`src/rtl/allign_sched_pkg.sv`:
```
// allign_sched_pkg: shared constants, field bounds and FSM state type for the
// alignment-stage issue scheduler.
// Optional feature macro: ALLIGN_DIFF_SAT_EN (used by allign_exp_diff).
package allign_sched_pkg;

  // Rotation mode codes carried through to the alignment stage
  localparam logic [1:0] MODE_LINEAR     = 2'b00;
  localparam logic [1:0] MODE_CIRCULAR   = 2'b01;
  localparam logic [1:0] MODE_HYPERBOLIC = 2'b11;

  // Idle codes; IDLE_PUT marks a bubble on the alignment bus
  localparam logic [1:0] IDLE_NO     = 2'b00;
  localparam logic [1:0] IDLE_ALLIGN = 2'b01;
  localparam logic [1:0] IDLE_PUT    = 2'b10;

  // Operand layout: sign [35], biased exponent [34:27], mantissa [26:0]
  localparam int OP_W   = 36;
  localparam int EXP_W  = 8;
  localparam int MANT_W = 27;
  localparam int EXP_HI = 34;
  localparam int EXP_LO = 27;

  typedef enum logic {
    RUN   = 1'b0,
    DRAIN = 1'b1
  } state_t;

  // Extract the biased exponent field of an operand
  function automatic logic [EXP_W-1:0] exp_of(input logic [OP_W-1:0] op);
    return op[EXP_HI:EXP_LO];
  endfunction

endpackage

```
`src/rtl/allign_exp_diff.sv`:
```
// allign_exp_diff: absolute difference of the biased exponents of two operands.
// Latency: combinational. Backpressure: none.
// ALLIGN_DIFF_SAT_EN defined: result clamps to the mantissa width (27).
module allign_exp_diff
  import allign_sched_pkg::*;
(
  input  logic [OP_W-1:0]  i_cout,
  input  logic [OP_W-1:0]  i_zout,
  output logic [EXP_W-1:0] o_diff
);

  logic [EXP_W:0]   w_sub;
  logic [EXP_W-1:0] w_abs;

  // 9-bit subtract keeps the borrow; negate the low byte when it is set
  always_comb begin
    w_sub = {1'b0, exp_of(i_cout)} - {1'b0, exp_of(i_zout)};
    w_abs = w_sub[EXP_W] ? (~w_sub[EXP_W-1:0] + 8'd1) : w_sub[EXP_W-1:0];
  end

`ifdef ALLIGN_DIFF_SAT_EN
  // Shifts beyond the mantissa width flush everything, so clamp there
  always_comb begin
    o_diff = (w_abs > 8'(MANT_W)) ? 8'(MANT_W) : w_abs;
  end
`else
  // Raw absolute difference, full 0..255 range
  always_comb begin
    o_diff = w_abs;
  end
`endif

endmodule

```
`src/rtl/allign_sched.sv`:
```
// allign_sched: round-robin issue of two requesters onto the HCORDIC alignment bus.
// Latency: one cycle from handshake edge to registered output bus.
// Backpressure: req_ready drops with no credits or while draining; bubbles carry put_idle.
// Optional feature macro: ALLIGN_DIFF_SAT_EN (saturating exponent difference).
module allign_sched
  import allign_sched_pkg::*;
#(
  parameter int CREDITS = 4,
  parameter int CNT_W   = 3
) (
  input  logic        i_clock,
  input  logic        i_reset_n,
  input  logic [1:0]  i_req_valid,
  output logic [1:0]  o_req_ready,
  input  logic [3:0]  i_req_idle,
  input  logic [71:0] i_req_cout,
  input  logic [71:0] i_req_zout,
  input  logic [63:0] i_req_sout,
  input  logic [3:0]  i_req_mode,
  input  logic [1:0]  i_req_op,
  input  logic [1:0]  i_req_natlog,
  input  logic [15:0] i_req_tag,
  input  logic        i_credit_return,
  input  logic        i_flush,
  output logic [1:0]  o_idle_Allign,
  output logic [35:0] o_cout_Allign,
  output logic [35:0] o_zout_Allign,
  output logic [31:0] o_sout_Allign,
  output logic [1:0]  o_modeout_Allign,
  output logic        o_operationout_Allign,
  output logic        o_NatLogFlagout_Allign,
  output logic [7:0]  o_difference_Allign,
  output logic [7:0]  o_InsTag_Allign,
  output logic        o_grant_id,
  output logic        o_flush_done,
  output logic        o_credit_err
);

  localparam logic [CNT_W-1:0] FULL = CNT_W'(CREDITS);

  state_t           r_state;
  logic [CNT_W-1:0] r_credits;
  logic             r_last_grant;

  logic             w_grant;
  logic             w_issue;
  logic             w_full;
  logic [1:0]       w_idle;
  logic [35:0]      w_cout;
  logic [35:0]      w_zout;
  logic [31:0]      w_sout;
  logic [1:0]       w_mode;
  logic             w_op;
  logic             w_natlog;
  logic [7:0]       w_tag;
  logic [7:0]       w_diff;

  // Arbitration: a lone requester wins; on contention alternate away from the last winner
  always_comb begin
    w_grant = 1'b0;
    case (i_req_valid)
      2'b01:   w_grant = 1'b0;
      2'b10:   w_grant = 1'b1;
      2'b11:   w_grant = ~r_last_grant;
      default: w_grant = 1'b0;
    endcase
    o_req_ready = 2'b00;
    if (r_state == RUN && r_credits != '0 && i_req_valid[w_grant]) begin
      o_req_ready[w_grant] = 1'b1;
    end
    w_issue = |o_req_ready;
    w_full  = (r_credits == FULL);
  end

  // Select the granted requester's fields
  always_comb begin
    w_idle   = w_grant ? i_req_idle[3:2]    : i_req_idle[1:0];
    w_cout   = w_grant ? i_req_cout[71:36]  : i_req_cout[35:0];
    w_zout   = w_grant ? i_req_zout[71:36]  : i_req_zout[35:0];
    w_sout   = w_grant ? i_req_sout[63:32]  : i_req_sout[31:0];
    w_mode   = w_grant ? i_req_mode[3:2]    : i_req_mode[1:0];
    w_op     = w_grant ? i_req_op[1]        : i_req_op[0];
    w_natlog = w_grant ? i_req_natlog[1]    : i_req_natlog[0];
    w_tag    = w_grant ? i_req_tag[15:8]    : i_req_tag[7:0];
  end

  allign_exp_diff u_exp_diff (
    .i_cout (w_cout),
    .i_zout (w_zout),
    .o_diff (w_diff)
  );

  // Credit accounting; a surplus return is dropped and flagged stickily
  always_ff @(posedge i_clock or negedge i_reset_n) begin
    if (!i_reset_n) begin
      r_credits    <= FULL;
      o_credit_err <= 1'b0;
    end else if (w_issue && !i_credit_return) begin
      r_credits <= r_credits - CNT_W'(1);
    end else if (!w_issue && i_credit_return) begin
      if (w_full) begin
        o_credit_err <= 1'b1;
      end else begin
        r_credits <= r_credits + CNT_W'(1);
      end
    end
  end

  // Flush/drain FSM: stop granting until every credit is home, then pulse done
  always_ff @(posedge i_clock or negedge i_reset_n) begin
    if (!i_reset_n) begin
      r_state      <= RUN;
      o_flush_done <= 1'b0;
    end else begin
      o_flush_done <= 1'b0;
      case (r_state)
        RUN: begin
          if (i_flush) r_state <= DRAIN;
        end
        DRAIN: begin
          if (w_full) begin
            o_flush_done <= 1'b1;
            r_state      <= RUN;
          end
        end
        default: r_state <= RUN;
      endcase
    end
  end

  // Output bus: load on issue, otherwise bubble with data held
  always_ff @(posedge i_clock or negedge i_reset_n) begin
    if (!i_reset_n) begin
      o_idle_Allign          <= IDLE_PUT;
      o_cout_Allign          <= '0;
      o_zout_Allign          <= '0;
      o_sout_Allign          <= '0;
      o_modeout_Allign       <= '0;
      o_operationout_Allign  <= 1'b0;
      o_NatLogFlagout_Allign <= 1'b0;
      o_difference_Allign    <= '0;
      o_InsTag_Allign        <= '0;
      o_grant_id             <= 1'b0;
      r_last_grant           <= 1'b1;
    end else if (w_issue) begin
      o_idle_Allign          <= w_idle;
      o_cout_Allign          <= w_cout;
      o_zout_Allign          <= w_zout;
      o_sout_Allign          <= w_sout;
      o_modeout_Allign       <= w_mode;
      o_operationout_Allign  <= w_op;
      o_NatLogFlagout_Allign <= w_natlog;
      o_difference_Allign    <= w_diff;
      o_InsTag_Allign        <= w_tag;
      o_grant_id             <= w_grant;
      r_last_grant           <= w_grant;
    end else begin
      o_idle_Allign <= IDLE_PUT;
    end
  end

endmodule

```
`config.mk`:
```
export PLATFORM = sky130hd
export DESIGN_NAME = allign_sched
export DESIGN_NICKNAME = d
export VERILOG_FILES = /design/src/rtl/allign_sched_pkg.sv /design/src/rtl/allign_exp_diff.sv /design/src/rtl/allign_sched.sv
export SDC_FILE = /design/constraint.sdc
export NUM_CORES = 1
export LEC_CHECK = 0
export BUFFER_PORTS_ARGS = -buffer_cell sky130_fd_sc_hd__buf_4
export CAP_MARGIN = 40
export CORE_AREA = 5 5 142 144
export DETAILED_ROUTE_END_ITERATION = 8
export DIE_AREA = 0 0 147 149
export HOLD_SLACK_MARGIN = 0.03
export PLACE_DENSITY = 0.71
export SYNTH_ARGS = -nofsm -noshare
export SYNTH_HDL_FRONTEND = slang
export SYNTH_SLANG_ARGS = --single-unit
```
`constraint.sdc`:
```
create_clock -name i_clock -period 3.5 [get_ports i_clock]
set_input_delay 0.525 -clock i_clock [delete_from_list [all_inputs] [get_ports i_clock]]
set_output_delay 0.525 -clock i_clock [all_outputs]
set_load 0.02 [all_outputs]
```
After elaboration in Yosys (flattened, before gate mapping). Index checks and enable logic that the tools add are counted.

Logic and storage cells: 65. Bits of input ports: 242. Output and inout bits: 131. Register bits: 134.

Muxes and demuxes: 24. Reductions and logical operators: 12. Add/subtract/negate cells: 4. Bitwise gates (word level): 4. Order comparisons: 2. Equal/unequal tests: 4.

Operators with widths (number): $mux 36 (2); $mux 32 (1); $mux 8 (2); $mux 1 (9); $mux 3 (3); $sub 8x8->9 (1); $add 8x1->8 const B (1); $mux 2 (4); $not 8->8 (1); $logic_and 1x1->1 (5); $eq 2x2->1 const B (2); $pmux 1 s2 (2); $add 3x1->3 const B (1); $eq 3x3->1 const B (1); $not 1->1 (3); $reduce_and 3->1 (1); $reduce_bool 3->1 (1); $sub 3x1->3 const B (1); $logic_not 1->1 (2); $lt 1x2->1 const B (1); $ne 2x1->1 const B (1); $reduce_and 2->1 (1); $reduce_bool 2->1 (1); $reduce_or 2->1 (1); other kinds (2) (2).

Depth between registers and ports, before layout.
Depth after elaboration: 12. Depth in mapped cells: 16. Mapped depth without buffers: 13.

Hierarchy. From an unflattened synthesis, not the netlist that was laid out.

Cell total of the unflattened synthesis: 504. Area, all modules: 7086.8 um2.

Modules (own cells, without submodules): allign_sched (area each 6612.6 um2, seq. area each 3357.0 um2, cells each 437, instances 1); allign_exp_diff (area each 474.2 um2, seq. area each 0.0 um2, cells each 67, instances 1).

Least setup slack after synthesis. No wires, ideal clock.

Path type: input to register. Start: input port i_req_valid[1]. End: register o_difference_Allign[6]. Buffers on the path: 4. Path slack: -0.087 ns. Required time: 3.418 ns. Library setup time: 0.082 ns. Cell stages on the path: 14. Arrival time: 3.505 ns. Cells stage by stage: a21bo_1 > buf_6 > clkbuf_1 > clkbuf_1 > clkbuf_1 > a21oi_1 > ha_1 > o31ai_1 > o32ai_1 > o221a_4 > o21ai_4 > nand2_4 > or3_1 > a31oi_1.

Longest elaborated chain between the ends: 8. Elaborated cells on any way between the ends: 19. Classes of those cells: 2 x add/sub; 2 x order compare; 2 x eq/ne; 9 x mux; 1 x bitwise; 3 x reduce/logical.

Ends and longest elaborated chain: from (decl) (RTL line allign_sched.sv:13) `input logic [1:0] i_req_valid,`; parallel branches: the longest is 8 deep, another holds $sub 8x8->9; to (signal assigned) (RTL line allign_sched.sv:153) `o_difference_Allign <= w_diff;`; to (decl) (RTL line allign_sched.sv:32) `output logic [7:0] o_difference_Allign,`.

Parallel ways; which one is timed is not known. The select of a mux whose other input is x is not followed. A chain may end at the register's enable or synchronous reset.

Final worst setup path.
Start: register r_last_grant. End: register o_difference_Allign[7].

Longest elaborated chain between the ends: 8. Elaborated cells on any way between the ends: 18. Classes of those cells: 2 x add/sub; 2 x order compare; 9 x mux; 2 x bitwise; 3 x reduce/logical.

Ends and longest elaborated chain: from (decl) (RTL line allign_sched.sv:43) `logic r_last_grant;`; from (signal assigned) (RTL line allign_sched.sv:156) `r_last_grant <= w_grant;`; $not 1->1 (*) (RTL line allign_sched.sv:64) `2'b11: w_grant = ~r_last_grant;`; $pmux 1 s2 (*) (RTL line allign_sched.sv:61) `case (i_req_valid)`; parallel branches: the longest is 6 deep, another holds $sub 8x8->9.

Every way passes the cells marked *. The select of a mux whose other input is x is not followed.

==> impl_metrics.env <==
export IMPL_crit_fanout=3
export IMPL_worst_pin_slew_ns=0.778
export IMPL_fin_nets=1319
export IMPL_clk_pin_slew_ns=0.06
export IMPL_io_pins=373
export IMPL_globalplace_congestion=0.845
export IMPL_die_area_um2=21900
export IMPL_ys_seq_area_share_pct=51.4
export IMPL_portBuffers=372
export IMPL_power_share_sequential_pct=30.2
export IMPL_finalPower_mw=9.15
export IMPL_diodes=0
export IMPL_status="finished clean"
export IMPL_grt_setup_unrepaired="false"
export IMPL_pwr_share_comb_pct=50.6
export IMPL_period_needed_ns=3.27
export IMPL_drive_gt1_share_pct=40.2
export IMPL_ir_drop_mv=0.373
export IMPL_max_freq_mhz=305
export IMPL_p_sw_mw=3.84
export IMPL_drc_errors=0
export IMPL_ys_warnings_count=0
export IMPL_synthCells=713
export IMPL_die_y_um=149
export IMPL_p_leak_nw=5.18
export IMPL_rows=50
export IMPL_r2r_end="o_difference_Allign[7]"
export IMPL_syn2layout_area_growth_pct=55.3
export IMPL_cp_arrival_ns=3.57
export IMPL_slew_headroom_pct=48.2
export IMPL_worst_hold_slack_ns=0.133
export IMPL_dr_total_vias=6857
export IMPL_insertion_delay_ns=0.41
export IMPL_overflow=0
export IMPL_worst_r2r_path_depth=12
export IMPL_cts_path_max_buffers=2
export IMPL_wl_per_cell_um=18.9
export IMPL_setup_tns_final_ns=0
export IMPL_place_hpwl_um=18400
export IMPL_r2r_start="r_last_grant"
export IMPL_clockPowerShare_pct=19.2
export IMPL_end_kind="flip-flop"
export IMPL_fillers=1677
export IMPL_start_util_pct=35.2
export IMPL_finClkSkew_ns=0.0114
export IMPL_yosys_cell_types_count=51
export IMPL_p_int_mw=5.31
export IMPL_postSynthAreaPerCell_um2=9.17
export IMPL_post_cts_setup_buffers=0
export IMPL_setup_viol_count_final=0
export IMPL_synth_seq_cells=134
export IMPL_synth_edff_count=0
export IMPL_grt_max_degree=79
export IMPL_crit_path_start_kind="flip-flop"
export IMPL_cts_buffers=17
export IMPL_min_path_type="in2async"
export IMPL_hold_violations=0
export IMPL_wl_met3_um=2270
export IMPL_maxSlewViolCount=0
export IMPL_ant_nets=0
export IMPL_crit_required_ns=3.79
export IMPL_clock_sinks=134
export IMPL_vias_per_cell=5.22
export IMPL_drtIter0Drc=429
export IMPL_cts_tree="built"
export IMPL_p_sw_share_pct=42.0
export IMPL_track_usage_pct=21.5
export IMPL_cts_hold_buffers=0
export IMPL_reg2reg_slack_ns=0.23
export IMPL_startpoint="r_last_grant"
export IMPL_htreeDepth=4
export IMPL_top_layer_used="met4"
export IMPL_synthArstFlopShare_pct=100
export IMPL_critPathKind="reg2reg"
export IMPL_coreArea_um2=18600
export IMPL_die_w_um=147
export IMPL_wl_met2_um=12200
export IMPL_powerDensity_nw_per_um2=902
export IMPL_syn_nets=965
export IMPL_maxCapViolCount=0
export IMPL_drt_pass1_iterations=6
export IMPL_wl_met1_um=9740
export IMPL_grt_pass1_vias=6921
export IMPL_netlist_area_um2=6540
export IMPL_grt_pass1_wl_um=37500
export IMPL_cts_resized_gates=0
export IMPL_post_layout_nonfiller_instances=1313
export IMPL_antenna_found_initial=0
export IMPL_post_place_cells=1282
export IMPL_cts_root_buf="clkbuf_16"
export IMPL_period_share_pct=93.6
export IMPL_wl_um=24800
export IMPL_synth_main_ff_cell="dfrtp_1"
[layout make-up]
| cell class | instances | area (µm²) | area share [%] |
|---|---|---|---|
| multi-input cells | 512 | 2930 | 28.9 |
| well taps | 234 | 293 | 2.88 |
| repair buffers | 390 | 2940 | 29.0 |
| clock inverters | 14 | 150 | 1.48 |
| clock buffers | 17 | 425 | 4.19 |
| inverters | 12 | 48.8 | 0.481 |
| flip-flops and latches | 134 | 3360 | 33.1 |
[cell usage in the layout (no fill, tap or decap), types with 5 or more instances in the layout]
cell type,n
o21ai_0,11
xnor2_1,5
nor2b_1,7
nand2_1,164
nand3_1,106
inv_1,10
nand2b_1,7
xor2_1,6
mux2i_1,6
o21ai_1,6
o211ai_1,6
a21oi_1,6
dfrtp_1,131
clkbuf_16,17
a22oi_1,100
ha_1,9
nor3_1,5
buf_4,388
a31oi_1,10
nor2_1,22
[kinds of logic (layout without fill, tap and decap cells)]
family	count (synthesis)	in the layout	synth area share [%]
buffers and inverters	67	433	3.96
adders and majority gates	10	10	2.03
and+or+nand+nor	320	320	21.6
AOI/OAI and AO/OA	165	165	18.7
xor gates and xnor gates	11	11	1.47
DFF	134	134	51.4
muxes	6	6	0.919
[worst max-delay path, cell delays in order, from the launching register on]
cell      delay, ns
dfstp_2        0.38
a21boi_1       0.28
mux2i_1        0.29
ha_1           0.25
inv_1          0.07
ha_1           0.21
o31ai_1        0.33
o32ai_1        0.17
o41ai_1        0.28
a31oi_1        0.18
nor4_1         0.44
nor4_1         0.09
nand3b_1       0.17
[worst max-delay path by stage]
| stage | end | cells after the start |
|---|---|---|
| floorplan | o_difference_Allign[6] | 16 |
| detailed placement | o_difference_Allign[7] | 13 |
| finish | o_difference_Allign[7] | 12 |
| CTS | o_difference_Allign[7] | 12 |
| global route | o_difference_Allign[7] | 12 |
| global placement | o_difference_Allign[7] | 13 |
[metal layers]
layer	global-route usage [%]	vias up
li1	-	3259
met1	26.1	3260
met2	35.9	299
met3	7.17	39
met4	7.78	0
met5	0	-
[metrics by stage]
stage / instance area (µm²) / setup WS [ns] / util (%)
6_report: 10200 / 0.225 / 54.6
5_1_grt: 10200 / 0.00545 / 54.6
4_1_cts: 10200 / 0.259 / 54.6
3_5_place_dp: 9580 / 0.0407 / 51.5
3_3_place_gp: 9580 / 0.124 / 51.5
2_1_floorplan: 6540 / 0.00814 / -
[registers in the layout, summed over array words and instances, names as in the netlist, 2 cells and up]
| signal | cells |
|---|---|
| r_credits | 3 |
| o_sout_Allign | 32 |
| o_idle_Allign | 2 |
| o_cout_Allign | 36 |
| o_InsTag_Allign | 8 |
| o_difference_Allign | 8 |
| o_zout_Allign | 36 |
| o_modeout_Allign | 2 |
[power by group through the flow]
stage | sequential, mW | clock (mW) | combinational, mW
2_1_floorplan | 3.58 | 0 | 1.81
3_3_place_gp | 2.75 | 0 | 4.61
3_5_place_dp | 2.76 | 0 | 4.68
4_1_cts | 2.76 | 1.80 | 4.68
5_1_grt | 2.84 | 1.87 | 5.01
6_report | 2.76 | 1.76 | 4.63
[synth_stat cells (3+ instances only)]
library cell	count	area, µm²
nor4_1	3	18.8
nand3_1	106	531
clkbuf_1	45	169
xor2_1	6	52.6
ha_1	9	113
o21ai_1	6	30.0
a31oi_1	10	62.6
dfrtp_1	131	3280
nand2_1	164	616
a22oi_1	100	751
dfstp_2	3	78.8
mux2i_1	6	60.1
o211ai_1	6	45.0
nor3_1	5	25.0
buf_1	9	33.8
nand2b_1	7	43.8
nor2_1	22	82.6
inv_1	11	41.3
o21ai_0	11	55.1
a21oi_1	6	30.0
nor2b_1	7	43.8
xnor2_1	5	43.8
o31ai_1	3	22.5
o21a_1	3	22.5
No activity file was read; power rests on OpenSTA's default activity.
